<file path="src/rtl/eedc_decoder_if.sv">
// Stream bundle between the EEDC link and the decoder: codeword in, corrected word and flags out.
// The decoder attaches through the slave modport; the upstream/downstream side uses master.
interface eedc_decoder_if;
  logic [10:0] encoded_input;
  logic        in_valid;
  logic        in_ready;
  logic [6:0]  data_output;
  logic [3:0]  syndrome;
  logic        err_corrected;
  logic        err_uncorrectable;
  logic        out_valid;
  logic        out_ready;

  modport master (
    output encoded_input, in_valid, out_ready,
    input  in_ready, data_output, syndrome, err_corrected, err_uncorrectable, out_valid
  );

  modport slave (
    input  encoded_input, in_valid, out_ready,
    output in_ready, data_output, syndrome, err_corrected, err_uncorrectable, out_valid
  );
endinterface

</file>
<file path="src/rtl/eedc_decoder.sv">
// EEDC single-error-correcting decoder: syndrome stage, correction stage, valid/ready
// backpressure and saturating counters of corrected and uncorrectable words.
module eedc_decoder #(
  parameter int CNT_W = 16
) (
  input  logic             clk,
  input  logic             rst,
  eedc_decoder_if.slave    bus,
  input  logic             clear_counts,
  output logic [CNT_W-1:0] corrected_count,
  output logic [CNT_W-1:0] uncorrectable_count
);

  localparam logic [CNT_W-1:0] CNT_MAX = {CNT_W{1'b1}};
  localparam logic [CNT_W-1:0] CNT_ONE = CNT_W'(1'b1);

  function automatic logic [3:0] calc_syndrome(input logic [10:0] e);
    logic [3:0] s;
    s[3] = e[3] ^ e[10] ^ e[8] ^ e[6] ^ e[4];
    s[2] = e[2] ^ e[9]  ^ e[8] ^ e[5] ^ e[4];
    s[1] = e[1] ^ e[7]  ^ e[6] ^ e[5] ^ e[4];
    s[0] = e[0] ^ e[3]  ^ e[2] ^ e[1];
    return s;
  endfunction

  // Maps {s3,s2,s1} of a data error onto the data bit to flip (d6..d0).
  function automatic logic [6:0] data_flip_mask(input logic [2:0] pos);
    logic [6:0] m;
    case (pos)
      3'b100:  m = 7'b1000000;
      3'b010:  m = 7'b0100000;
      3'b110:  m = 7'b0010000;
      3'b001:  m = 7'b0001000;
      3'b101:  m = 7'b0000100;
      3'b011:  m = 7'b0000010;
      3'b111:  m = 7'b0000001;
      default: m = 7'b0000000;
    endcase
    return m;
  endfunction

  logic             s1_valid_r;
  logic [6:0]       s1_data_r;
  logic [3:0]       s1_syn_r;
  logic             out_valid_r;
  logic [6:0]       data_r;
  logic [3:0]       syn_r;
  logic             corr_r;
  logic             unc_r;
  logic [CNT_W-1:0] corr_cnt_r;
  logic [CNT_W-1:0] unc_cnt_r;

  logic             s2_adv_s;
  logic             s1_adv_s;
  logic             s2_load_s;
  logic [6:0]       fix_data_s;
  logic             fix_corr_s;
  logic             fix_unc_s;

  assign s2_adv_s  = !out_valid_r || bus.out_ready;
  assign s1_adv_s  = !s1_valid_r || s2_adv_s;
  assign s2_load_s = s2_adv_s && s1_valid_r;

  assign bus.in_ready          = s1_adv_s;
  assign bus.out_valid         = out_valid_r;
  assign bus.data_output       = data_r;
  assign bus.syndrome          = syn_r;
  assign bus.err_corrected     = corr_r;
  assign bus.err_uncorrectable = unc_r;
  assign corrected_count       = corr_cnt_r;
  assign uncorrectable_count   = unc_cnt_r;

  // Classify the stage-1 syndrome and build the corrected data word.
  always_comb begin
    fix_data_s = s1_data_r;
    fix_corr_s = 1'b0;
    fix_unc_s  = 1'b0;
    if (s1_syn_r == 4'b0000) begin
      fix_data_s = s1_data_r;
    end else if (!s1_syn_r[0]) begin
      fix_data_s = s1_data_r ^ data_flip_mask(s1_syn_r[3:1]);
      fix_corr_s = 1'b1;
    end else begin
      // Odd overall check parity: a lone check-bit error only if at most one high syndrome bit.
      case (s1_syn_r[3:1])
        3'b100, 3'b010, 3'b001, 3'b000: fix_corr_s = 1'b1;
        default:                        fix_unc_s  = 1'b1;
      endcase
    end
  end

  // Stage 1: capture the data bits and syndrome of an accepted codeword.
  always_ff @(posedge clk or posedge rst) begin
    if (rst) begin
      s1_valid_r <= 1'b0;
      s1_data_r  <= 7'd0;
      s1_syn_r   <= 4'd0;
    end else if (s1_adv_s) begin
      s1_valid_r <= bus.in_valid;
      if (bus.in_valid) begin
        s1_data_r <= bus.encoded_input[10:4];
        s1_syn_r  <= calc_syndrome(bus.encoded_input);
      end
    end
  end

  // Stage 2: output registers; they only change when downstream can take a new word.
  always_ff @(posedge clk or posedge rst) begin
    if (rst) begin
      out_valid_r <= 1'b0;
      data_r      <= 7'd0;
      syn_r       <= 4'd0;
      corr_r      <= 1'b0;
      unc_r       <= 1'b0;
    end else if (s2_adv_s) begin
      out_valid_r <= s1_valid_r;
      if (s1_valid_r) begin
        data_r <= fix_data_s;
        syn_r  <= s1_syn_r;
        corr_r <= fix_corr_s;
        unc_r  <= fix_unc_s;
      end
    end
  end

  // Saturating statistics; a clear wins over an increment in the same cycle.
  always_ff @(posedge clk or posedge rst) begin
    if (rst) begin
      corr_cnt_r <= '0;
      unc_cnt_r  <= '0;
    end else if (clear_counts) begin
      corr_cnt_r <= '0;
      unc_cnt_r  <= '0;
    end else if (s2_load_s) begin
      if (fix_corr_s && (corr_cnt_r != CNT_MAX)) begin
        corr_cnt_r <= corr_cnt_r + CNT_ONE;
      end
      if (fix_unc_s && (unc_cnt_r != CNT_MAX)) begin
        unc_cnt_r <= unc_cnt_r + CNT_ONE;
      end
    end
  end

endmodule

</file>
<file path="src/flat_wrapper.sv">
// flat-port wrapper written by rule: the top's interface ports become plain ports
module eedc_decoder_flat 
#(
  parameter int CNT_W = 16
)
  (clk, rst, clear_counts, corrected_count, uncorrectable_count, bus_encoded_input, bus_in_valid, bus_out_ready, bus_in_ready, bus_data_output, bus_syndrome, bus_err_corrected, bus_err_uncorrectable, bus_out_valid);
  eedc_decoder_if bus_i ();
  input  logic clk;
  input  logic rst;
  input  logic clear_counts;
  output logic [CNT_W-1:0] corrected_count;
  output logic [CNT_W-1:0] uncorrectable_count;
  input wire logic [$bits(bus_i.encoded_input)-1:0] bus_encoded_input;
  input wire logic [$bits(bus_i.in_valid)-1:0] bus_in_valid;
  input wire logic [$bits(bus_i.out_ready)-1:0] bus_out_ready;
  output wire logic [$bits(bus_i.in_ready)-1:0] bus_in_ready;
  output wire logic [$bits(bus_i.data_output)-1:0] bus_data_output;
  output wire logic [$bits(bus_i.syndrome)-1:0] bus_syndrome;
  output wire logic [$bits(bus_i.err_corrected)-1:0] bus_err_corrected;
  output wire logic [$bits(bus_i.err_uncorrectable)-1:0] bus_err_uncorrectable;
  output wire logic [$bits(bus_i.out_valid)-1:0] bus_out_valid;
  assign bus_i.encoded_input = bus_encoded_input;
  assign bus_i.in_valid = bus_in_valid;
  assign bus_i.out_ready = bus_out_ready;
  assign bus_in_ready = bus_i.in_ready;
  assign bus_data_output = bus_i.data_output;
  assign bus_syndrome = bus_i.syndrome;
  assign bus_err_corrected = bus_i.err_corrected;
  assign bus_err_uncorrectable = bus_i.err_uncorrectable;
  assign bus_out_valid = bus_i.out_valid;
  eedc_decoder #(.CNT_W(CNT_W)) u_core (.clk(clk), .rst(rst), .bus(bus_i), .clear_counts(clear_counts), .corrected_count(corrected_count), .uncorrectable_count(uncorrectable_count));
endmodule
</file>
<file path="config.mk">
export PLATFORM = sky130hd
export DESIGN_NAME = eedc_decoder_flat
export DESIGN_NICKNAME = d
export VERILOG_FILES = /design/src/rtl/eedc_decoder_if.sv /design/src/rtl/eedc_decoder.sv /design/src/flat_wrapper.sv
export SDC_FILE = /design/constraint.sdc
export NUM_CORES = 1
export LEC_CHECK = 0
export CAP_MARGIN = 10
export CORE_MARGIN = 5
export CORE_UTILIZATION = 40
export DETAILED_ROUTE_END_ITERATION = 10
export GPL_ROUTABILITY_DRIVEN = 0
export PLACE_DENSITY = 0.75
export RECOVER_POWER = 100
export SETUP_SLACK_MARGIN = 0.5
export SLEW_MARGIN = 10
export SYNTH_ARGS = -nofsm -noshare
export SYNTH_HDL_FRONTEND = slang
export SYNTH_SLANG_ARGS = --single-unit
</file>
<file path="constraint.sdc">
create_clock -name clk -period 2.8 [get_ports clk]
set_clock_uncertainty 0.1 [all_clocks]
set_input_delay 0.42 -clock clk [delete_from_list [all_inputs] [get_ports clk]]
set_output_delay 0.42 -clock clk [all_outputs]
set_load 0.005 [all_outputs]
</file>
==> flow_summary.yaml, run 1 <==
yosys:
  avgSynthCellArea_um2: 9.89
  synth_fp_nets: 321
  synth_top_family_by_area: "simple AND/OR/NAND/NOR gates"
  synthSimpleGateAreaFrac: 0.232
  synth_top_area_share: 0.485
  synth_xor_area_frac: 0.105
  synthCells: 303
  synth_commonest_cells: "dfrtp_1 (58), xnor2_1 (33), nand2_1 (28)"
  yosys_warnings: 0
  async_flop_share: 1.00
  synth_ff_type: "dfrtp_1"
  ys_types: 36
  synth-compound-area-share: 0.0873
  synth_area_leaders: "dfrtp_1 (48%), xnor2_1 (9.6%), mux2_2 (4.1%), nand2_1 (3.5%), o21ai_0 (2.8%)"
  synth_edf_count: 0
  yosysMostFrequentCell: "dfrtp_1"
  ys_seq_area_frac: 0.485
  ys_seq_elements: 58
  netlist_area_um2: 3000
  synth_mux_area_frac: 0.0447
  synthAdderAreaFrac: 0.0121
  yosys.area.top_type: "dfrtp_1"
routing:
  drt_pass1_iterations: 4
  drc: 0
  route.final.wire_length_mm: 7.09
  drtIter0Drc: 99
  avgRoutedWirePerCell_um: 14.8
  ant_nets: 0
  vias: 2579
  vias_per_cell: 5.37
timing:
  layout_setup_ws_ns: 0.387
  rsz0062_at_grt: "yes"
  max_slew_margin: 0.232
  finalSetupTns_ns: 0
  drv_slew: 0
  setup_violations: 0
  worstMarginPinSlew_ns: 1.15
  post-route-period-util: 0.862
  finalCriticalPeriod_ns: 2.41
  fmax_ghz: 0.414
  whs_ns: 0.381
  hold_viol_final: 0
cts:
  clkTransAtPathRegs_ns: 0.07
  cts-hold-fix-buffers: 0
  cts_num_sinks: 58
  numCtsBuffers: 9
  h-tree-depth: 3
  cts_root_buf: "clkbuf_8"
  clock_path_buffers: 2
  cts_tree: "yes"
  clock_insertion_delay_worst_skew_ns: 0.34
run_status:
  status: "finished clean"
global_route:
  grtUsageMet2: 0.259
  grt_pass1_wl_mm: 11.6
  grt_pass1_vias: 2471
  track_usage: 0.161
  antenna_found_initial: 0
  grt.met3_usage: 0.0356
  grt_max_degree: 31
  busiest_layer: "met2"
  grt_overflow: 0
  grt_use_met1: 0.201
critical_path:
  crit_type: "input pin to register"
  crit_path_end_kind: "register"
  cp_data_required_time_ns: 2.96
  rrSetupSlack_ns: 0.44
  setup.worst_path.start_class: "input pin"
  rr_startpoint: "u_core.s1_syn_r[1]"
  crit_chain: "dlygate4sd3_1 > nand2b_1 > nand3_1 > or3_1 > or4_1 > a21oi_1"
  critPathLaunch: "bus_out_ready"
  critPathMaxFanout: 11
  r2r_cells: 5
  crit_slowest_cell: "dlygate4sd3_1"
  r2r-end: "u_core.corrected_count[15]"
  crit_arrival_ns: 2.57
  cpPeakStageDelay_ns: 0.55
min_path:
  holdPathEnd: "u_core.bus.err_corrected"
  hp-class: "register to register"
  min_from: "u_core.bus.err_corrected"
  whs_path_depth: 2
layout:
  final_nets: 394
  diodes: 0
  area_delta_synth_final_pct: 33.1
  drive_gt1_frac: 0.123
  utilization: 0.550
  fin_area_um2: 3990
  stdcell_count: 480
place:
  preCtsSetupSlack_ns: 0.217
  portBuffers: 62
  dp_hpwl_mm: 5.03
  placed_cell_area_um2: 3720
  dp_cells: 456
die:
  io_pins: 63
  initial_core_util: 0.413
  coreArea_um2: 7250
  floorplan.die.height_um: 96.5
  die-area_um2: 9320
  die_x_um: 96.5
  row_count: 31
flow_run:
  max_cap_violations: 0
power:
  finalPower_mw: 2.34
  leakage_nw: 1.65
  p_per_area_nw_per_um2: 587
  ir_drop_uv: 253
[registers in the layout, indices dropped and copies added, names as in the netlist]
| name | cells |
|---|---|
| u_core.bus.out_valid | 1 |
| u_core.bus.err_uncorrectable | 1 |
| u_core.bus.data_output | 7 |
| u_core.corrected_count | 16 |
| u_core.bus.err_corrected | 1 |
| u_core.bus.syndrome | 4 |
| u_core.s1_valid_r | 1 |
| u_core.uncorrectable_count | 16 |
| u_core.s1_syn_r | 4 |
| u_core.s1_data_r | 7 |
[routing by layer]
| layer | wire length, um | share of wire |
|---|---|---|
| met5 | 0 | 0 |
| met3 | 412 | 0.058 |
| met2 | 3430 | 0.48 |
| met4 | 165 | 0.023 |
| met1 | 3080 | 0.43 |
[placed cells by master (no fill, tap or decap), drive strengths merged, types with 2 or more instances in the layout]
| cell type | count |
|---|---|
| and4 | 3 |
| dlygate4sd3 | 49 |
| clkdlybuf4s50 | 13 |
| inv | 4 |
| nor4b | 2 |
| o21ai | 17 |
| nand3 | 15 |
| a21oi | 15 |
| nor3 | 13 |
| nor2 | 21 |
| xor2 | 3 |
| clkinvlp | 2 |
| buf | 11 |
| nand4 | 9 |
| nand2 | 28 |
| xnor2 | 33 |
| ha | 2 |
| clkbuf | 12 |
| nor4 | 8 |
| nand2b | 8 |
| mux2 | 11 |
| or3 | 6 |
| clkinv | 3 |
| bufinv | 2 |
| o31ai | 8 |
| and3 | 6 |
| dfrtp | 58 |
| or4 | 9 |
[repair_timing]
| action | CTS | global route |
|---|---|---|
| setup buffers | 0 | 7 |
| setup endpoints to repair | 7 | 13 |
| resized for setup | 3 | 1 |
| cloned | 1 | 0 |
| pin swaps | 1 | 1 |
[how the worst max path moves through the flow]
stage          cells past startpoint                    endpoint
3_3_place_gp                       6  u_core.corrected_count[15]
5_1_grt                            7   u_core.corrected_count[3]
6_report                           6  u_core.corrected_count[15]
3_5_place_dp                       6  u_core.corrected_count[15]
2_1_floorplan                      7   u_core.corrected_count[9]
4_1_cts                            5  u_core.corrected_count[15]
[power by group]
part           total, mW  leakage (nW)  internal (mW)  switching (mW)
clock              0.851         0.105          0.499           0.352
combinational      0.471         0.794          0.262           0.210
sequential          1.02         0.755          0.936          0.0806
total               2.34          1.65           1.70           0.643
[worst max-delay path: cells and delay by family]
kind | cells | cell delay, ns
AND/OR/NAND/NOR | 4 | 1.44
AO/OA/AOI/OAI | 1 | 0.16
buffers and inverters | 1 | 0.55
[cell families (layout without fill, tap and decap cells)]
group / after synthesis / count (layout)
flops: 58 / 58
mux: 12 / 12
fa+ha+maj: 3 / 3
compound gates: 45 / 45
buf+inv: 19 / 96
xor+xnor: 36 / 36
simple gates: 130 / 131
[area by class of cell]
cell class                 count  area (um2)
tap                           99         124
clock inverter                 7        93.8
multi-input combinational    227        1450
sequential                    58        1460
clock buffer                   9         124
inverter                       4        15.0
timing repair buffer          76         731
fill                         629        3270
Power figures use the tool's default switching activity.
==> run 2: changes to the inputs <==
Settings changed: CORE_ASPECT_RATIO set to 0.8.
==> run 2 against run 1 <==
  * Global-route usage hardly changed
  * Worst setup slack worse by 0.063 ns
  * Clock power is 4.3% lower
  * Sequential share of layout area is 0.53 points higher
  * Register-to-register slack worse by 0.05 ns
  * Via count is 3.3% lower
  * Sequential power hardly changed
  * Non-clock buffer count is 3 lower
  * Power is 2.0% lower
  * Critical path type unchanged
  * Critical endpoint unchanged
  * Largest power group unchanged
==> flow_summary.yaml, run 2 (synthesis results as in run 1) <==
run_status:
  status: "finished clean"
layout:
  layout_commonest_cell: "dfrtp_1"
  drive_gt1_frac: 0.109
  area_delta_synth_final_pct: 31.2
  diodes: 0
  final_nets: 391
  final_cell_mix: "dfrtp_1 (55), dlygate4sd3_1 (49), xnor2_1 (33)"
critical_path:
  critPathMaxFanout: 12
  critPathLaunch: "bus_out_ready"
  cp_data_required_time_ns: 2.95
  crit_arrival_ns: 2.63
  rr_startpoint: "u_core.s1_syn_r[2]"
  rrSetupSlack_ns: 0.39
  crit_type: "input pin to register"
  crit_path_end_kind: "register"
  setup.worst_path.start_class: "input pin"
timing:
  max_slew_margin: 0.336
  finalCriticalPeriod_ns: 2.48
  worstMarginPinSlew_ns: 0.994
  layout_setup_ws_ns: 0.324
  setup_violations: 0
  post-route-period-util: 0.884
  drv_slew: 0
  fmax_ghz: 0.404
  rsz0062_at_grt: "yes"
  finalSetupTns_ns: 0
  hold_viol_final: 0
cts:
  clock_path_buffers: 2
  cts-hold-fix-buffers: 0
  numCtsBuffers: 9
  cts_tree: "yes"
  cts_num_sinks: 58
  cts_root_buf: "clkbuf_8"
  clock_insertion_delay_worst_skew_ns: 0.34
  clkTransAtPathRegs_ns: 0.06
  h-tree-depth: 3
global_route:
  track_usage: 0.161
  grt_use_met1: 0.214
  grt_pass1_vias: 2507
  antenna_found_initial: 0
  grt_max_degree: 32
  busiest_layer: "met2"
  grt_pass1_wl_mm: 11.8
  grtUsageMet2: 0.242
  grt_overflow: 0
  grt.met3_usage: 0.0556
routing:
  ant_nets: 0
  drc: 0
  drt_pass1_iterations: 4
  route.final.wire_length_mm: 7.13
  vias: 2493
  vias_per_cell: 5.34
  drtIter0Drc: 120
  avgRoutedWirePerCell_um: 15.3
min_path:
  hp-class: "register to register"
  min_from: "u_core.bus.data_output[2]"
die:
  row_count: 28
  die-area_um2: 9330
  floorplan.die.height_um: 87.4
  initial_core_util: 0.407
  die_x_um: 107
  io_pins: 63
  coreArea_um2: 7360
power:
  p_per_area_nw_per_um2: 584
  finalPower_mw: 2.29
  ir_drop_uv: 281
  leakage_nw: 1.63
flow_run:
  max_cap_violations: 0
place:
  portBuffers: 62
  preCtsSetupSlack_ns: 0.202
  dp_hpwl_mm: 5.01
==> run 2: changes by cell type in the layout (fill, tap and decap cells not counted), sizes merged <==
| cell | before | now |
|---|---|---|
| clkbuf | 12 | 16 |
| buf | 11 | 7 |
| clkinv | 3 | 1 |
| clkinvlp | 2 | 0 |
==> run 2: worst paths after layout <==
path / end / cells past startpoint
setup reg to reg: u_core.corrected_count[15] / 5
min in group asynchronous: u_core.corrected_count[12] / 2
hold reg to reg: u_core.bus.data_output[2] / 2
hold / removal: u_core.bus.data_output[2] / 2
setup / recovery: u_core.corrected_count[15] / 6
max in group asynchronous: u_core.corrected_count[4] / 3
==> run 2: where the power goes <==
group	internal, mW	switching, mW	total (mW)
clock network	0.496	0.318	0.814
logic	0.247	0.206	0.454
registers	0.937	0.0889	1.03
==> run 2: critical path: stages <==
cell and delay, ns:
dlygate4sd3_1 0.53, nand2b_1 0.21, nand3_1 0.17, or3_1 0.58, or4_1 0.55, a21oi_1 0.17
==> run 2: through the flow <==
stage	util	cells	hold WS, ns	instance area, um2
6_report	0.534	467	0.376	3930
5_1_grt	0.534	467	0.394	3930
4_1_cts	0.533	463	0.372	3920
3_5_place_dp	0.504	447	0.370	3710
3_3_place_gp	0.504	447	0.363	3710
2_1_floorplan	-	303	0.371	3000
==> run 2: area by class of cell <==
| class | count | area, um2 |
|---|---|---|
| multi-input cells | 227 | 1460 |
| clock inverters | 3 | 65.1 |
| fillers | 671 | 3430 |
| well taps | 90 | 113 |
| flip-flops and latches | 58 | 1460 |
| inverters | 4 | 15.0 |
| repair buffers | 73 | 689 |
| clock buffers | 12 | 135 |
==> run 2: timing repair <==
action / in CTS / in global routing
gates resized for setup: 3 / 2
pin swaps: 1 / 0
cloned: 1 / 0
hold endpoints to repair: 0 / 0
buffers inserted: 0 / 4
endpoints found under the setup margin: 7 / 16
==> run 2: routing by layer <==
layer  vias up  wire (um)
met4         0         51
met2        66       3160
met1      1189       3510
met5         -          0
met3         6        410
li1       1232          -
==> run 3: changes to the inputs <==
Settings changed: MAX_ROUTING_LAYER set to met4, TNS_END_PERCENT set to 10.
Clock period 2.8 ns to 2.9 ns, I/O delays scaled along.
==> run 3 against run 2 <==
  * Via count is 2.0% lower
  * Final area is 0.73% lower
  * Wire length fell by 4.1%
  * Global-route usage increased by 0.58 points
  * Clock power down 4.3%
  * Worst hold slack gained 0.0034 ns
  * Critical path type is now register to register
==> flow_summary.yaml, run 3 (synthesis results as in run 1) <==
cts:
  cts_tree: "yes"
  clock_insertion_delay_worst_skew_ns: 0.33
  numCtsBuffers: 9
  cts-hold-fix-buffers: 0
  clkTransAtPathRegs_ns: 0.07
  clock_path_buffers: 2
  cts_root_buf: "clkbuf_8"
  cts_num_sinks: 58
  h-tree-depth: 3
critical_path:
  setup.worst_path.start_class: "register"
  cpPeakStageDelay_ns: 0.53
  crit_path_end_kind: "register"
  crit_chain: "maj3_1 > and2_0 > or3_4 > or4_1 > a21oi_1"
  cp_data_required_time_ns: 3.06
  crit_slowest_cell: "or4_1"
  crit_family: "simple AND/OR/NAND/NOR gates"
  crit_type: "register to register"
  critPathMaxFanout: 23
  path_buf_inv: 0
  crit_arrival_ns: 2.66
timing:
  hold_viol_final: 0
  rsz0062_at_grt: "yes"
  worstMarginPinSlew_ns: 1.06
  max_slew_margin: 0.292
  drv_slew: 0
  finalSetupTns_ns: 0
  post-route-period-util: 0.865
  setup_violations: 0
  fmax_ghz: 0.398
  finalCriticalPeriod_ns: 2.51
power:
  leakage_nw: 1.61
  p_per_area_nw_per_um2: 557
  ir_drop_uv: 218
routing:
  vias: 2444
  ant_nets: 0
  avgRoutedWirePerCell_um: 14.8
  route.final.wire_length_mm: 6.84
  drtIter0Drc: 133
  drt_pass1_iterations: 4
  vias_per_cell: 5.28
  drc: 0
die:
  die-area_um2: 9330
  initial_core_util: 0.407
  row_count: 28
  die_x_um: 107
  floorplan.die.height_um: 87.4
  io_pins: 63
  coreArea_um2: 7360
layout:
  area_delta_synth_final_pct: 30.2
  final_cell_mix: "dfrtp_1 (57), dlygate4sd3_1 (49), xnor2_1 (33)"
  drive_gt1_frac: 0.0965
  utilization: 0.530
  layout_commonest_cell: "dfrtp_1"
  diodes: 0
  final_nets: 386
global_route:
  grt_pass1_vias: 2505
  track_usage: 0.167
  grt_pass1_wl_mm: 12.0
  grt_max_degree: 30
  antenna_found_initial: 0
  grt_overflow: 0
min_path:
  hp-class: "register to register"
run_status:
  status: "finished clean"
place:
  portBuffers: 62
  dp_hpwl_mm: 5.11
flow_run:
  max_cap_violations: 0
==> run 3: stage by stage <==
| stage | setup WS, ns | instance area, um2 | cells | total power, mW | hold slack [ns] |
|---|---|---|---|---|---|
| global placement | 0.323 | 3690 | 447 | 1.43 | 0.364 |
| detailed placement | 0.288 | 3690 | 447 | 1.45 | 0.376 |
| finish | 0.390 | 3900 | 463 | 2.17 | 0.379 |
| global route | 0.246 | 3900 | 463 | 2.30 | 0.408 |
| CTS | 0.531 | 3910 | 463 | 2.24 | 0.392 |
| floorplan | 0.656 | 3000 | 303 | 1.25 | 0.371 |
==> run 3: report_power, final <==
| group | switching, mW | leakage [nW] | internal [mW] | total, mW |
|---|---|---|---|---|
| sequential | 0.0919 | 0.757 | 0.903 | 0.995 |
| combinational | 0.182 | 0.745 | 0.219 | 0.400 |
| clock | 0.314 | 0.112 | 0.465 | 0.779 |
| total | 0.588 | 1.61 | 1.59 | 2.17 |
==> run 3: per-layer routing <==
layer,vias to the layer above,wire length [um],track usage
li1,1218,-,-
met4,0,26,0.0418
met1,1164,3430,0.216
met5,-,0,-
met2,60,3040,0.249
met3,2,348,0.0608
==> run 3: what timing repair did <==
item / 4_1_cts / 5_1_grt
setup buffers: 0 / 0
hold endpoints to repair: 0 / 0
endpoints found under the setup margin: 0 / 11
resized for setup: 0 / 2
==> run 3: path summary, 6_finish.rpt <==
path | start | slack, ns | to | cells past startpoint
setup / recovery | u_core.s1_syn_r[3] | 0.39 | u_core.corrected_count[15] | 5
hold / removal | u_core.bus.data_output[3] | 0.38 | u_core.bus.data_output[3] | 2
setup reg to reg | u_core.s1_syn_r[3] | 0.39 | u_core.corrected_count[15] | 5
hold reg to reg | u_core.bus.data_output[3] | 0.38 | u_core.bus.data_output[3] | 2
max in group asynchronous | rst | 0.67 | u_core.uncorrectable_count[13] | 3
min in group asynchronous | rst | 0.70 | u_core.corrected_count[13] | 2
==> run 3: worst min-delay path: cells and delay by family, from the launching register on <==
family          cells  cell delay (ns)
flops               1             0.34
compound gates      1             0.06
simple gates        1             0.04
==> run 3: layout make-up <==
| type | count | area [um2] |
|---|---|---|
| Clock inverter | 4 | 48.8 |
| Inverter | 4 | 15.0 |
| Clock buffer | 12 | 165 |
| Timing Repair Buffer | 69 | 662 |
| Sequential cell | 58 | 1450 |
| Tap cell | 90 | 113 |
| Fill cell | 689 | 3460 |
| Multi-Input combinational cell | 226 | 1450 |
